`config.mk`:
```
export PLATFORM = sky130hd
export DESIGN_NAME = ex_fwd_stage_flat
export DESIGN_NICKNAME = d
export VERILOG_FILES = /design/src/rtl/ex_fwd_if.sv /design/src/rtl/ex_fwd_stage.sv /design/src/flat_wrapper.sv
export SDC_FILE = /design/constraint.sdc
export NUM_CORES = 1
export LEC_CHECK = 0
export ABC_AREA = 1
export BUFFER_PORTS_ARGS = -buffer_cell sky130_fd_sc_hd__buf_2
export CORE_MARGIN = 3
export CORE_UTILIZATION = 45
export CTS_BUF_LIST = sky130_fd_sc_hd__clkbuf_4 sky130_fd_sc_hd__clkbuf_8
export DETAILED_ROUTE_END_ITERATION = 16
export GPL_TIMING_DRIVEN = 0
export PLACE_DENSITY = 0.71
export REMOVE_ABC_BUFFERS = 1
export SLEW_MARGIN = 15
export SYNTH_ARGS = -nofsm -noshare
export SYNTH_HDL_FRONTEND = slang
export SYNTH_SLANG_ARGS = --single-unit
```
`constraint.sdc`:
```
create_clock -name clk -period 5.5 [get_ports clk]
set_input_delay 1.1 -clock clk [delete_from_list [all_inputs] [get_ports clk]]
set_output_delay 1.1 -clock clk [all_outputs]
set_load 0.005 [all_outputs]
```
`src/rtl/ex_fwd_if.sv`:
```
// Execute-stage bus: EX operands and controls in, EX/DM and DM/WB registers out.
interface ex_fwd_if #(
  parameter int DW = 32
);
  logic [DW-1:0] rf_a;
  logic [DW-1:0] rf_b;
  logic [15:0]   imm;
  logic [5:0]    op_dec;
  logic [1:0]    mux_sel_A;
  logic [1:0]    mux_sel_B;
  logic          imm_sel;
  logic          mem_en_ex;
  logic          mem_rw_ex;
  logic          mem_mux_sel_dm;
  logic [DW-1:0] dm_rdata;
  logic [DW-1:0] dm_addr;
  logic [DW-1:0] dm_wdata;
  logic          dm_en;
  logic          dm_rw;
  logic [DW-1:0] wb_data;
  logic          ex_zero;
  logic          ex_ovf;

  modport master (
    output rf_a, rf_b, imm, op_dec,
    output mux_sel_A, mux_sel_B, imm_sel,
    output mem_en_ex, mem_rw_ex,
    output mem_mux_sel_dm, dm_rdata,
    input  dm_addr, dm_wdata, dm_en, dm_rw,
    input  wb_data, ex_zero, ex_ovf
  );

  modport slave (
    input  rf_a, rf_b, imm, op_dec,
    input  mux_sel_A, mux_sel_B, imm_sel,
    input  mem_en_ex, mem_rw_ex,
    input  mem_mux_sel_dm, dm_rdata,
    output dm_addr, dm_wdata, dm_en, dm_rw,
    output wb_data, ex_zero, ex_ovf
  );
endinterface

```
`src/rtl/ex_fwd_stage.sv`:
```
// Execute stage: operand forwarding, immediate mux, ALU,
// EX/DM register bank and DM/WB result register.
module ex_fwd_stage #(
  parameter int DW  = 32,
  parameter int SHW = 5
) (
  input logic    clk,
  input logic    reset,
  ex_fwd_if.slave bus
);
  logic [DW-1:0] dm_addr_q, dm_addr_d;
  logic [DW-1:0] dm_wdata_q, dm_wdata_d;
  logic          dm_en_q, dm_en_d;
  logic          dm_rw_q, dm_rw_d;
  logic [DW-1:0] wb_data_q, wb_data_d;
  logic          ex_zero_q, ex_zero_d;
  logic          ex_ovf_q, ex_ovf_d;

  logic [DW-1:0] fwd_a, fwd_b, opb, res;
  logic [2:0]    fn;
  logic          unused_op;

  assign fn        = bus.op_dec[2:0];
  assign unused_op = ^bus.op_dec[5:3];

  // 01 = previous instr (EX/DM), 10 = instr before that (DM/WB)
  always_comb begin
    fwd_a = bus.rf_a;
    case (bus.mux_sel_A)
      2'b01:   fwd_a = dm_addr_q;
      2'b10:   fwd_a = wb_data_q;
      default: fwd_a = bus.rf_a;
    endcase
  end

  always_comb begin
    fwd_b = bus.rf_b;
    case (bus.mux_sel_B)
      2'b01:   fwd_b = dm_addr_q;
      2'b10:   fwd_b = wb_data_q;
      default: fwd_b = bus.rf_b;
    endcase
  end

  assign opb = bus.imm_sel
             ? {{(DW-16){bus.imm[15]}}, bus.imm}
             : fwd_b;

  always_comb begin
    res      = '0;
    ex_ovf_d = 1'b0;
    case (fn)
      3'b000: begin
        res      = fwd_a + opb;
        ex_ovf_d = (fwd_a[DW-1] == opb[DW-1])
                && (res[DW-1] != fwd_a[DW-1]);
      end
      3'b001: begin
        res      = fwd_a - opb;
        ex_ovf_d = (fwd_a[DW-1] != opb[DW-1])
                && (res[DW-1] != fwd_a[DW-1]);
      end
      3'b010: res = fwd_a & opb;
      3'b011: res = fwd_a | opb;
      3'b100: res = fwd_a ^ opb;
      3'b101: res = fwd_a << opb[SHW-1:0];
      3'b110: res = fwd_a >> opb[SHW-1:0];
      default: res = {{(DW-1){1'b0}},
                      ($signed(fwd_a) < $signed(opb))};
    endcase
  end

  always_comb begin
    dm_addr_d  = res;
    dm_wdata_d = fwd_b;
    dm_en_d    = bus.mem_en_ex;
    dm_rw_d    = bus.mem_rw_ex;
    ex_zero_d  = (res == '0);
    wb_data_d  = bus.mem_mux_sel_dm ? bus.dm_rdata : dm_addr_q;
  end

  always_ff @(posedge clk) begin
    if (reset) begin
      dm_addr_q  <= '0;
      dm_wdata_q <= '0;
      dm_en_q    <= 1'b0;
      dm_rw_q    <= 1'b0;
      wb_data_q  <= '0;
      ex_zero_q  <= 1'b0;
      ex_ovf_q   <= 1'b0;
    end else begin
      dm_addr_q  <= dm_addr_d;
      dm_wdata_q <= dm_wdata_d;
      dm_en_q    <= dm_en_d;
      dm_rw_q    <= dm_rw_d;
      wb_data_q  <= wb_data_d;
      ex_zero_q  <= ex_zero_d;
      ex_ovf_q   <= ex_ovf_d;
    end
  end

  assign bus.dm_addr  = dm_addr_q;
  assign bus.dm_wdata = dm_wdata_q;
  assign bus.dm_en    = dm_en_q;
  assign bus.dm_rw    = dm_rw_q;
  assign bus.wb_data  = wb_data_q;
  assign bus.ex_zero  = ex_zero_q;
  assign bus.ex_ovf   = ex_ovf_q;
endmodule

```
`src/flat_wrapper.sv`:
```
// flat-port wrapper written by rule: the top's interface ports become plain ports
module ex_fwd_stage_flat 
#(
  parameter int DW  = 32,
  parameter int SHW = 5
)
  (clk, reset, bus_rf_a, bus_rf_b, bus_imm, bus_op_dec, bus_mux_sel_A, bus_mux_sel_B, bus_imm_sel, bus_mem_en_ex, bus_mem_rw_ex, bus_mem_mux_sel_dm, bus_dm_rdata, bus_dm_addr, bus_dm_wdata, bus_dm_en, bus_dm_rw, bus_wb_data, bus_ex_zero, bus_ex_ovf);
  ex_fwd_if #(.DW(DW)) bus_i ();
  input logic clk;
  input logic reset;
  input wire logic [$bits(bus_i.rf_a)-1:0] bus_rf_a;
  input wire logic [$bits(bus_i.rf_b)-1:0] bus_rf_b;
  input wire logic [$bits(bus_i.imm)-1:0] bus_imm;
  input wire logic [$bits(bus_i.op_dec)-1:0] bus_op_dec;
  input wire logic [$bits(bus_i.mux_sel_A)-1:0] bus_mux_sel_A;
  input wire logic [$bits(bus_i.mux_sel_B)-1:0] bus_mux_sel_B;
  input wire logic [$bits(bus_i.imm_sel)-1:0] bus_imm_sel;
  input wire logic [$bits(bus_i.mem_en_ex)-1:0] bus_mem_en_ex;
  input wire logic [$bits(bus_i.mem_rw_ex)-1:0] bus_mem_rw_ex;
  input wire logic [$bits(bus_i.mem_mux_sel_dm)-1:0] bus_mem_mux_sel_dm;
  input wire logic [$bits(bus_i.dm_rdata)-1:0] bus_dm_rdata;
  output wire logic [$bits(bus_i.dm_addr)-1:0] bus_dm_addr;
  output wire logic [$bits(bus_i.dm_wdata)-1:0] bus_dm_wdata;
  output wire logic [$bits(bus_i.dm_en)-1:0] bus_dm_en;
  output wire logic [$bits(bus_i.dm_rw)-1:0] bus_dm_rw;
  output wire logic [$bits(bus_i.wb_data)-1:0] bus_wb_data;
  output wire logic [$bits(bus_i.ex_zero)-1:0] bus_ex_zero;
  output wire logic [$bits(bus_i.ex_ovf)-1:0] bus_ex_ovf;
  assign bus_i.rf_a = bus_rf_a;
  assign bus_i.rf_b = bus_rf_b;
  assign bus_i.imm = bus_imm;
  assign bus_i.op_dec = bus_op_dec;
  assign bus_i.mux_sel_A = bus_mux_sel_A;
  assign bus_i.mux_sel_B = bus_mux_sel_B;
  assign bus_i.imm_sel = bus_imm_sel;
  assign bus_i.mem_en_ex = bus_mem_en_ex;
  assign bus_i.mem_rw_ex = bus_mem_rw_ex;
  assign bus_i.mem_mux_sel_dm = bus_mem_mux_sel_dm;
  assign bus_i.dm_rdata = bus_dm_rdata;
  assign bus_dm_addr = bus_i.dm_addr;
  assign bus_dm_wdata = bus_i.dm_wdata;
  assign bus_dm_en = bus_i.dm_en;
  assign bus_dm_rw = bus_i.dm_rw;
  assign bus_wb_data = bus_i.wb_data;
  assign bus_ex_zero = bus_i.ex_zero;
  assign bus_ex_ovf = bus_i.ex_ovf;
  ex_fwd_stage #(.DW(DW), .SHW(SHW)) u_core (.clk(clk), .reset(reset), .bus(bus_i));
endmodule
```
==> results of run 1 <==
==> layer usage <==
layer	vias up	track usage (%)	wire length [um]
li1	8314	-	-
met2	1253	57.57	27700
met5	-	0	0
met3	205	5.300	6900
met1	8244	51.13	26300
met4	0	18.86	3836
==> cells in the final DEF, fill, tap and decap left out, drive strengths merged, types with 2 or more instances in the layout <==
cell type and instances:
a211oi 3, a21o 3, a21oi 164, a221o 26
a221oi 12, a31oi 6, and2 2, buf 236
clkbuf 10, clkinv 6, dfxtp 100, fa 2
ha 102, inv 212, nand2 582, nand3 463
nand3b 6, nand4 15, nor2 305, nor3 24
nor4 2, o2111ai 3, o211ai 10, o21a 7
o21ai 190, o21bai 4, o221ai 3, o22ai 12
or2 10, xor2 4
==> sequential cells by signal (all words and copies together), names as in the netlist <==
signal and cells:
u_core.bus.dm_wdata 32, u_core.bus.dm_rw 1, u_core.bus.dm_addr 32, u_core.bus.ex_zero 1
u_core.bus.dm_en 1, u_core.bus.wb_data 32, u_core.bus.ex_ovf 1
==> stage by stage <==
stage                     hold slack, ps  setup TNS (ps)  cells
after detailed placement           494.4          -31220   2887
final                              505.3               0   2912
after global placement             484.6          -69600   2878
after floorplan                    470.0          -116.1   2270
after global routing               552.4               0   2912
after CTS                          507.5               0   2905
==> how the worst max path moves through the flow <==
stage	slack [ps]	endpoint	cells after the start
2_1_floorplan	-120	u_core.bus.ex_zero	25
3_3_place_gp	-2590	u_core.bus.ex_zero	19
3_5_place_dp	-1620	u_core.bus.ex_zero	25
4_1_cts	60	u_core.bus.ex_zero	22
5_1_grt	40	u_core.bus.ex_zero	23
6_report	180	u_core.bus.ex_zero	20
==> logic make-up (layout without fill, tap and decap cells) <==
logic type,count (synthesis),in the layout
simple gates,1406,1410
flops,100,100
buf+inv,339,465
xor+xnor,4,4
fa+ha+maj,104,104
compound gates,443,445
==> report_power, final <==
part	total, mW	internal, mW	switching (mW)
Sequential	0.859	0.800	0.0588
Clock	0.505	0.186	0.319
Combinational	2.59	0.758	1.83
Total	3.95	1.74	2.20
==> Yosys cell counts (all sizes together) (12+ instances only) <==
master,count,area [um2]
nand3,462,2322
o22ai,12,75.07
clkbuf,48,181.4
nor2,305,1147
nand4,15,93.84
nor3,24,135.1
dfxtp,100,2002
nand2,579,2186
ha,102,1276
inv,211,797.0
a221o,26,260.3
o21ai,188,974.7
a21oi,164,832.1
a221oi,12,105.1
buf,78,452.9
==> timing repair <==
| action | 4_1_cts | 5_1_grt |
|---|---|---|
| resized for setup | 11 | 14 |
| endpoints found under the hold margin | 0 | 0 |
| gates cloned | 1 | 5 |
| pin swaps | 1 | 5 |
| setup endpoints to repair | 34 | 3 |
| buffers inserted | 1 | 2 |
==> worst max-delay path, delay by kind of cell <==
kind	cells	cell delay, ps
buffers and inverters	5	1360
adder cells (fa/ha/maj)	1	340
AND/OR/NAND/NOR	10	2130
AO/OA/AOI/OAI	4	710
==> layout make-up <==
type / instances / area share, %
sequential: 100 / 13.38
multi-input combinational: 1963 / 67.77
tap: 384 / 3.212
clock inverter: 6 / 0.3597
inverter: 213 / 5.495
clock buffer: 10 / 0.9200
timing repair buffer: 236 / 8.866
==> impl_summary.log, run 1 <==
INFO  metric synth_simple_gate_area_share = about 45%
INFO  metric clock_sinks = 100
INFO  metric die_extent_in_y = around 180 um
INFO  metric cellPowerDensity = approximately 260 nW/um2
INFO  metric post_drt_via_cell_ratio = roughly 6.2
INFO  metric flip_flop_and_latch_count_after_synthesis = 100
INFO  metric dieArea = roughly 32000 um2
INFO  metric ctsRootBufferMaster = sky130_fd_sc_hd__clkbuf_8
INFO  metric hold_viol = 0
INFO  metric pin_count_of_the_biggest_net_entering_global_routing = 70
INFO  metric drcViolationCount = 0
INFO  metric r2r_start = u_core.bus.dm_addr[23]
INFO  metric path_cells = buf_2 -> inv_4 -> nor2_4 -> a21oi_1 -> inv_1 -> ha_1 -> clkinv_1 -> nor2_1 -> inv_1 -> nor3_1 -> a21oi_1 -> o21ai_0 -> nor2_1 -> nand3_1 -> nand3_1 -> o21ai_1 -> nand3_1 -> nor2_2 -> nand3_1 -> nor2_1
INFO  metric synthCells = approximately 2.4k
INFO  metric synth_ff_type = sky130_fd_sc_hd__dfxtp_1
INFO  metric drt_iter0_markers = roughly 2.6k
INFO  metric min_path_type = register to register
INFO  metric yosysUniqueCellTypes = 48
INFO  metric post-route-cell-area = 14960 um2
INFO  metric worst_skew_pair.late_latency = about 420 ps
INFO  metric synth_async_sr_flop_share = 0%
INFO  metric grt_antenna_before_repair = 0
INFO  metric rr_endpoint = u_core.bus.ex_zero
INFO  metric synth_compound_gate_area_share = around a fifth
INFO  metric htreeDepth = 3
INFO  metric crit_path_max_fanout = 30
INFO  metric numCtsBuffers = 9
INFO  metric outcome = complete, no violations
INFO  metric fin_total_pwr = 3.949 mW
INFO  metric min_period_over_period = 96.77%
INFO  metric setup_repair_after_global_routing_missed_its_margin = false
INFO  metric worstRegToRegCells = 18
INFO  metric nFillCells = approximately 3.2k
INFO  metric rrSetupSlack = ~1300 ps
INFO  metric routed_vias = 18.02k
INFO  metric synth_top_family_by_area = simple AND/OR/NAND/NOR gates
INFO  metric grt_pass1_vias = around 16k
INFO  metric io_buffers = roughly 220
INFO  metric wire_length_of_the_first_global_routing_pass = a little over 90 mm
INFO  metric synth.yosys.seq_area_share = ~15%
INFO  metric criticalPathCategory = input port to register
INFO  metric fmax = about 0.19 GHz
INFO  metric required = between 5000 and 6000 ps
INFO  metric ctsHoldBuffers = 0
INFO  metric worst_setup_path_end_kind = register
INFO  metric dp_hpwl = between 40 and 50 mm
INFO  metric synth_xor_xnor_area_share = less than 1%
INFO  metric drive_above_1_share = ~12%
INFO  metric synth_edf_count = 0
INFO  metric period_needed = 5322 ps
INFO  metric place_ws = -1618 ps
INFO  metric dr.pass1.iters = 6
INFO  metric drv.max_cap_violation_count = 0
INFO  metric die-width = ~180 um
INFO  metric clock_tree_from_tritoncts = built
INFO  metric post_synth_instance_area = between 10000 and 15000 um2
INFO  metric post_dp_cell_area = about 15000 um2
INFO  metric final.setup_skew = about 25 ps
INFO  metric cts.reportedPaths.clkPinSlew = between 100 and 150 ps
INFO  metric finalWirelength = 64.73 mm
INFO  metric final_setup_violation_count = 0
INFO  metric flow.area_growth_from_synthesis = 11.87%
INFO  metric worst_pin_slew = 1152 ps
INFO  metric route.detailed.wl_per_inst = ~22 um
INFO  metric crit_slowest_cell = sky130_fd_sc_hd__buf_2
INFO  metric hold_path_end = u_core.bus.wb_data[3]
INFO  metric leakage = approximately 7.5 nW
INFO  metric fin_ws = about 180 ps
INFO  metric max_stage_delay_on_crit_path = approximately 500 ps
INFO  metric startpoint = bus_imm_sel
INFO  metric worst_ir_drop_vdd = 0.1304 mV
INFO  metric cp_data_arrival_time = around 5700 ps
INFO  metric slew_viol_final = 0
INFO  metric antenna-diode-count = 0
INFO  metric starting_utilization_of_the_core_area = a little under half
INFO  metric critical-path-top-cell-by-count = sky130_fd_sc_hd__nand3_1
INFO  metric finalWeightedCongestion = just over 1
INFO  metric grt-ovfl-total = 0
INFO  metric nets = ~2.8k
INFO  metric hp-start = u_core.bus.dm_addr[3]
INFO  metric floorplan.core_area = just under 30000 um2
INFO  metric min_delay_path_depth = 2
INFO  metric synth.area.mux_share = 0%
INFO  metric startpoint_type = input port
INFO  metric placementRows = 62
INFO  metric slew_headroom = 22.70%
INFO  metric syn_avg_cell_area = around 5.6 um2
INFO  metric io_pins = between 200 and 250
INFO  metric synth_fa_ha_area_share = about a tenth
INFO  metric clock_tree.buffer_depth = 2
INFO  metric multiInputGateArea = 10140 um2
INFO  metric fin_util = roughly half
INFO  metric detail-route-antenna-nets = 0
INFO  metric ys.warnings.count = 0
INFO  metric layout.area.seq = approximately 2000 um2
INFO  metric globalRouteTotalUtil = between 30% and 40%
Note: power is estimated with default switching activity, not from simulation.
==> run 2, diff against run 1 <==
==> constraint.sdc (replaced) <==
create_clock -name clk -period 5.5 [get_ports clk]
set_input_delay 0.825 -clock clk [delete_from_list [all_inputs] [get_ports clk]]
set_output_delay 0.825 -clock clk [all_outputs]
set_load 0.005 [all_outputs]
==> run 2 against run 1 <==
Fmax grew 0.36%. Combinational power is 2% lower. Clock power is 1% lower. Highest routed layer unchanged. Non-clock buffer count stayed put. Via count fell by 0.86%. First-iteration DRC count shrank 2.6%. Critical path depth up 1. Worst setup slack improved by 19 ps. Routed wire length fell by 1.9%. Flip-flop and latch count unchanged.
==> impl_summary.log, run 2 (same netlist as run 1, synthesis figures left out) <==
INFO  metric drv.max_cap_violation_count = 0 (unchanged)
INFO  metric detail-route-antenna-nets = 0 (unchanged)
INFO  metric drcViolationCount = 0 (unchanged)
INFO  metric hold_viol = 0 (unchanged)
INFO  metric clock_sinks = 100 (unchanged)
INFO  metric htreeDepth = 3 (unchanged)
INFO  metric starting_utilization_of_the_core_area = 46.09% (unchanged)
INFO  metric top_layer = met4 (unchanged)
INFO  metric top_library_cells_by_usage_in_the_layout_fill_and_taps_aside = sky130_fd_sc_hd__nand2_1, sky130_fd_sc_hd__nand3_1, sky130_fd_sc_hd__nor2_1, sky130_fd_sc_hd__buf_2, sky130_fd_sc_hd__inv_1 (unchanged)
INFO  metric crit_family = compound AO/OA/AOI/OAI gates (was simple AND/OR/NAND/NOR gates)
INFO  metric setup_repair_after_global_routing_missed_its_margin = false (unchanged)
INFO  metric critical-path-top-cell-by-count = sky130_fd_sc_hd__nor2_1 (was sky130_fd_sc_hd__nand3_1)
INFO  metric layout.cells.most_common = sky130_fd_sc_hd__nand2_1 (unchanged)
INFO  metric totalNegativeSetupSlack = 0 ps (unchanged)
INFO  metric antenna-diode-count = 0 (unchanged)
INFO  metric dp_hpwl = 49.30 mm (unchanged)
INFO  metric routed_vias = 17.86k (was 18.02k)
INFO  metric io_pins = 228 (unchanged)
INFO  metric min_period_over_period = 96.42% (was 96.77%)
INFO  metric cts.reportedPaths.clkPinSlew = 130 ps (about the same)
INFO  metric grt_antenna_before_repair = 0 (unchanged)
INFO  metric drt_iter0_markers = 2483 (was 2550)
INFO  metric hold_ws = 510.0 ps (was 505.3 ps)
INFO  metric nFillCells = 3215 (was 3204)
INFO  metric post_drt_via_cell_ratio = 6.140 (was 6.187)
INFO  metric finalWirelength = 63.50 mm (was 64.73 mm)
INFO  metric nets = 2752 (was 2755)
INFO  metric worst_setup_path_end_kind = register (unchanged)
INFO  metric clock_tree_from_tritoncts = built (unchanged)
INFO  metric route.detailed.wl_per_inst = 21.83 um (was 22.23 um)
INFO  metric dr.pass1.iters = 6 (unchanged)
INFO  metric clock_tree.buffer_depth = 2 (unchanged)
INFO  metric wire_length_of_the_first_global_routing_pass = 91.64 mm (was 91.83 mm)
INFO  metric met2RoutedLength = 27.13 mm (was 27.70 mm)
INFO  metric dieArea = 31820 um2 (unchanged)
INFO  metric worst_ir_drop_vdd = 0.1292 mV (was 0.1304 mV)
INFO  metric worst_skew_pair.late_latency = 410 ps (was 420 ps)
INFO  metric required = 5850 ps (was 5860 ps)
INFO  metric floorplan.core_area = 29010 um2 (unchanged)
INFO  metric leakage = 7.512 nW (was 7.536 nW)
INFO  metric slew_headroom = 22.52% (was 22.70%)
INFO  metric slew_viol_final = 0 (unchanged)
INFO  metric ctsHoldBuffers = 0 (unchanged)
INFO  metric grt-ovfl-total = 0 (unchanged)
INFO  metric startpoint_type = input port (unchanged)
INFO  metric flow.area_growth_from_synthesis = 11.29% (was 11.87%)
INFO  metric ctsRootBufferMaster = sky130_fd_sc_hd__clkbuf_8 (unchanged)
INFO  metric outcome = complete, no violations (unchanged)
INFO  metric final_setup_violation_count = 0 (unchanged)
INFO  metric period_needed = 5303 ps (was 5322 ps)
INFO  metric min_path_type = register to register (unchanged)
INFO  metric max_stage_delay_on_crit_path = 650 ps (was 500 ps)
INFO  metric cp_data_arrival_time = 5650 ps (was 5680 ps)
INFO  metric globalRouteTotalUtil = 37.43% (was 37.50%)
INFO  metric final.setup_skew = 27.48 ps (was 25.48 ps)
INFO  metric fmax = 0.1886 GHz (was 0.1879 GHz)
INFO  metric rrSetupSlack = 1160 ps (was 1250 ps)
INFO  metric worstPathBufferInverterCount = 4 (was 5)
INFO  metric cellPowerDensity = 262.8 nW/um2 (was 264.0 nW/um2)
INFO  metric drive_above_1_share = 12.00% (was 12.26%)
INFO  metric criticalPathCategory = input port to register (unchanged)
INFO  metric path_cells = buf_2 -> inv_1 -> ha_4 -> inv_4 -> o21ai_0 -> a21oi_1 -> ha_1 -> inv_1 -> a21oi_1 -> o21ai_0 -> a21oi_1 -> nor2_1 -> nor2_1 -> nand2_1 -> nand2_1 -> nand3_1 -> o21ai_1 -> nand3_1 -> nor2_1 -> nand3_1 -> nor2_1 (was buf_2 -> inv_4 -> nor2_4 -> a21oi_1 -> inv_1 -> ha_1 -> clkinv_1 -> nor2_1 -> inv_1 -> nor3_1 -> a21oi_1 -> o21ai_0 -> nor2_1 -> nand3_1 -> nand3_1 -> o21ai_1 -> nand3_1 -> nor2_2 -> nand3_1 -> nor2_1)
INFO  metric io_buffers = 224 (unchanged)
INFO  metric grt_pass1_vias = 15.59k (was 15.63k)
INFO  metric route.met3.wl = 6.552 mm (was 6.900 mm)
INFO  metric placementRows = 62 (unchanged)
INFO  metric numCtsBuffers = 9 (unchanged)
INFO  metric crit_slowest_cell = sky130_fd_sc_hd__o21ai_0 (was sky130_fd_sc_hd__buf_2)
INFO  metric die_extent_in_y = 178.4 um (unchanged)
INFO  metric m1WireLength = 26.07 mm (was 26.30 mm)
INFO  metric die-width = 178.4 um (unchanged)
INFO  metric worst_pin_slew = 1155 ps (was 1152 ps)
INFO  metric pin_count_of_the_biggest_net_entering_global_routing = 70 (unchanged)
INFO  metric crit_path_max_fanout = 35 (was 30)
INFO  metric finalWeightedCongestion = 1.016 (unchanged)
## run 2: changes by cell type in the layout (fill, tap and decap cells not counted), moves of 2 or more
cell / before / now
sky130_fd_sc_hd__inv_4: 2 / 4
sky130_fd_sc_hd__nand2_4: 4 / 1
sky130_fd_sc_hd__ha_2: 0 / 2
sky130_fd_sc_hd__ha_4: 4 / 2
## run 2: power breakdown
part	internal [mW]	total, mW	switching, mW
sequential	0.800	0.859	0.0586
combinational	0.752	2.55	1.80
clock	0.186	0.498	0.312
total	1.74	3.91	2.17
## run 2: worst paths after layout
| path | depth (start not counted) | end | startpoint |
|---|---|---|---|
| max | 21 | u_core.bus.ex_zero | bus_mux_sel_B[0] |
| min | 2 | u_core.bus.wb_data[3] | u_core.bus.dm_addr[3] |
| max reg2reg | 18 | u_core.bus.ex_zero | u_core.bus.dm_addr[23] |
| min reg2reg | 2 | u_core.bus.wb_data[3] | u_core.bus.dm_addr[3] |
## run 2: area by class of cell
type,instances,area [um2],area share (%)
clock inverter,6,53.80,0.3615
clock buffer,10,137.6,0.9248
tap,384,480.5,3.229
sequential,100,2002,13.45
inverter,213,814.5,5.473
timing repair buffer,236,1326,8.912
multi-input combinational,1960,10070,67.65
## run 2: worst min-delay path: stages (launching register included)
cell and delay, ps:
sky130_fd_sc_hd__dfxtp_1 360, sky130_fd_sc_hd__inv_1 70, sky130_fd_sc_hd__a21oi_1 60
## run 2: what timing repair did
action                                  4_1_cts  5_1_grt
cloned                                        1        2
resized for setup                             6        8
endpoints found under the setup margin       29        7
hold endpoints to repair                      0        0
setup buffers                                 0        3
pin swaps                                     1        4
## run 2: per-layer routing
layer / global-route usage (%) / vias to the layer above
met5: 0 / -
met4: 18.83 / 0
met3: 5.321 / 189
met2: 57.14 / 1219
met1: 51.30 / 8163
li1: - / 8290
## run 2: per-stage QoR
stage          instances  total power, mW  util (%)  worst slack, ps  area (um2)
6_report            2909            3.911     51.29            196.8       14880
3_3_place_gp        2878            3.262     49.42            -2316       14340
2_1_floorplan       2270            2.444         -            158.9       12740
3_5_place_dp        2887            3.302     50.17            -1343       14560
4_1_cts             2904            3.805     50.99            47.28       14790
5_1_grt             2909            4.156     51.29            19.21       14880
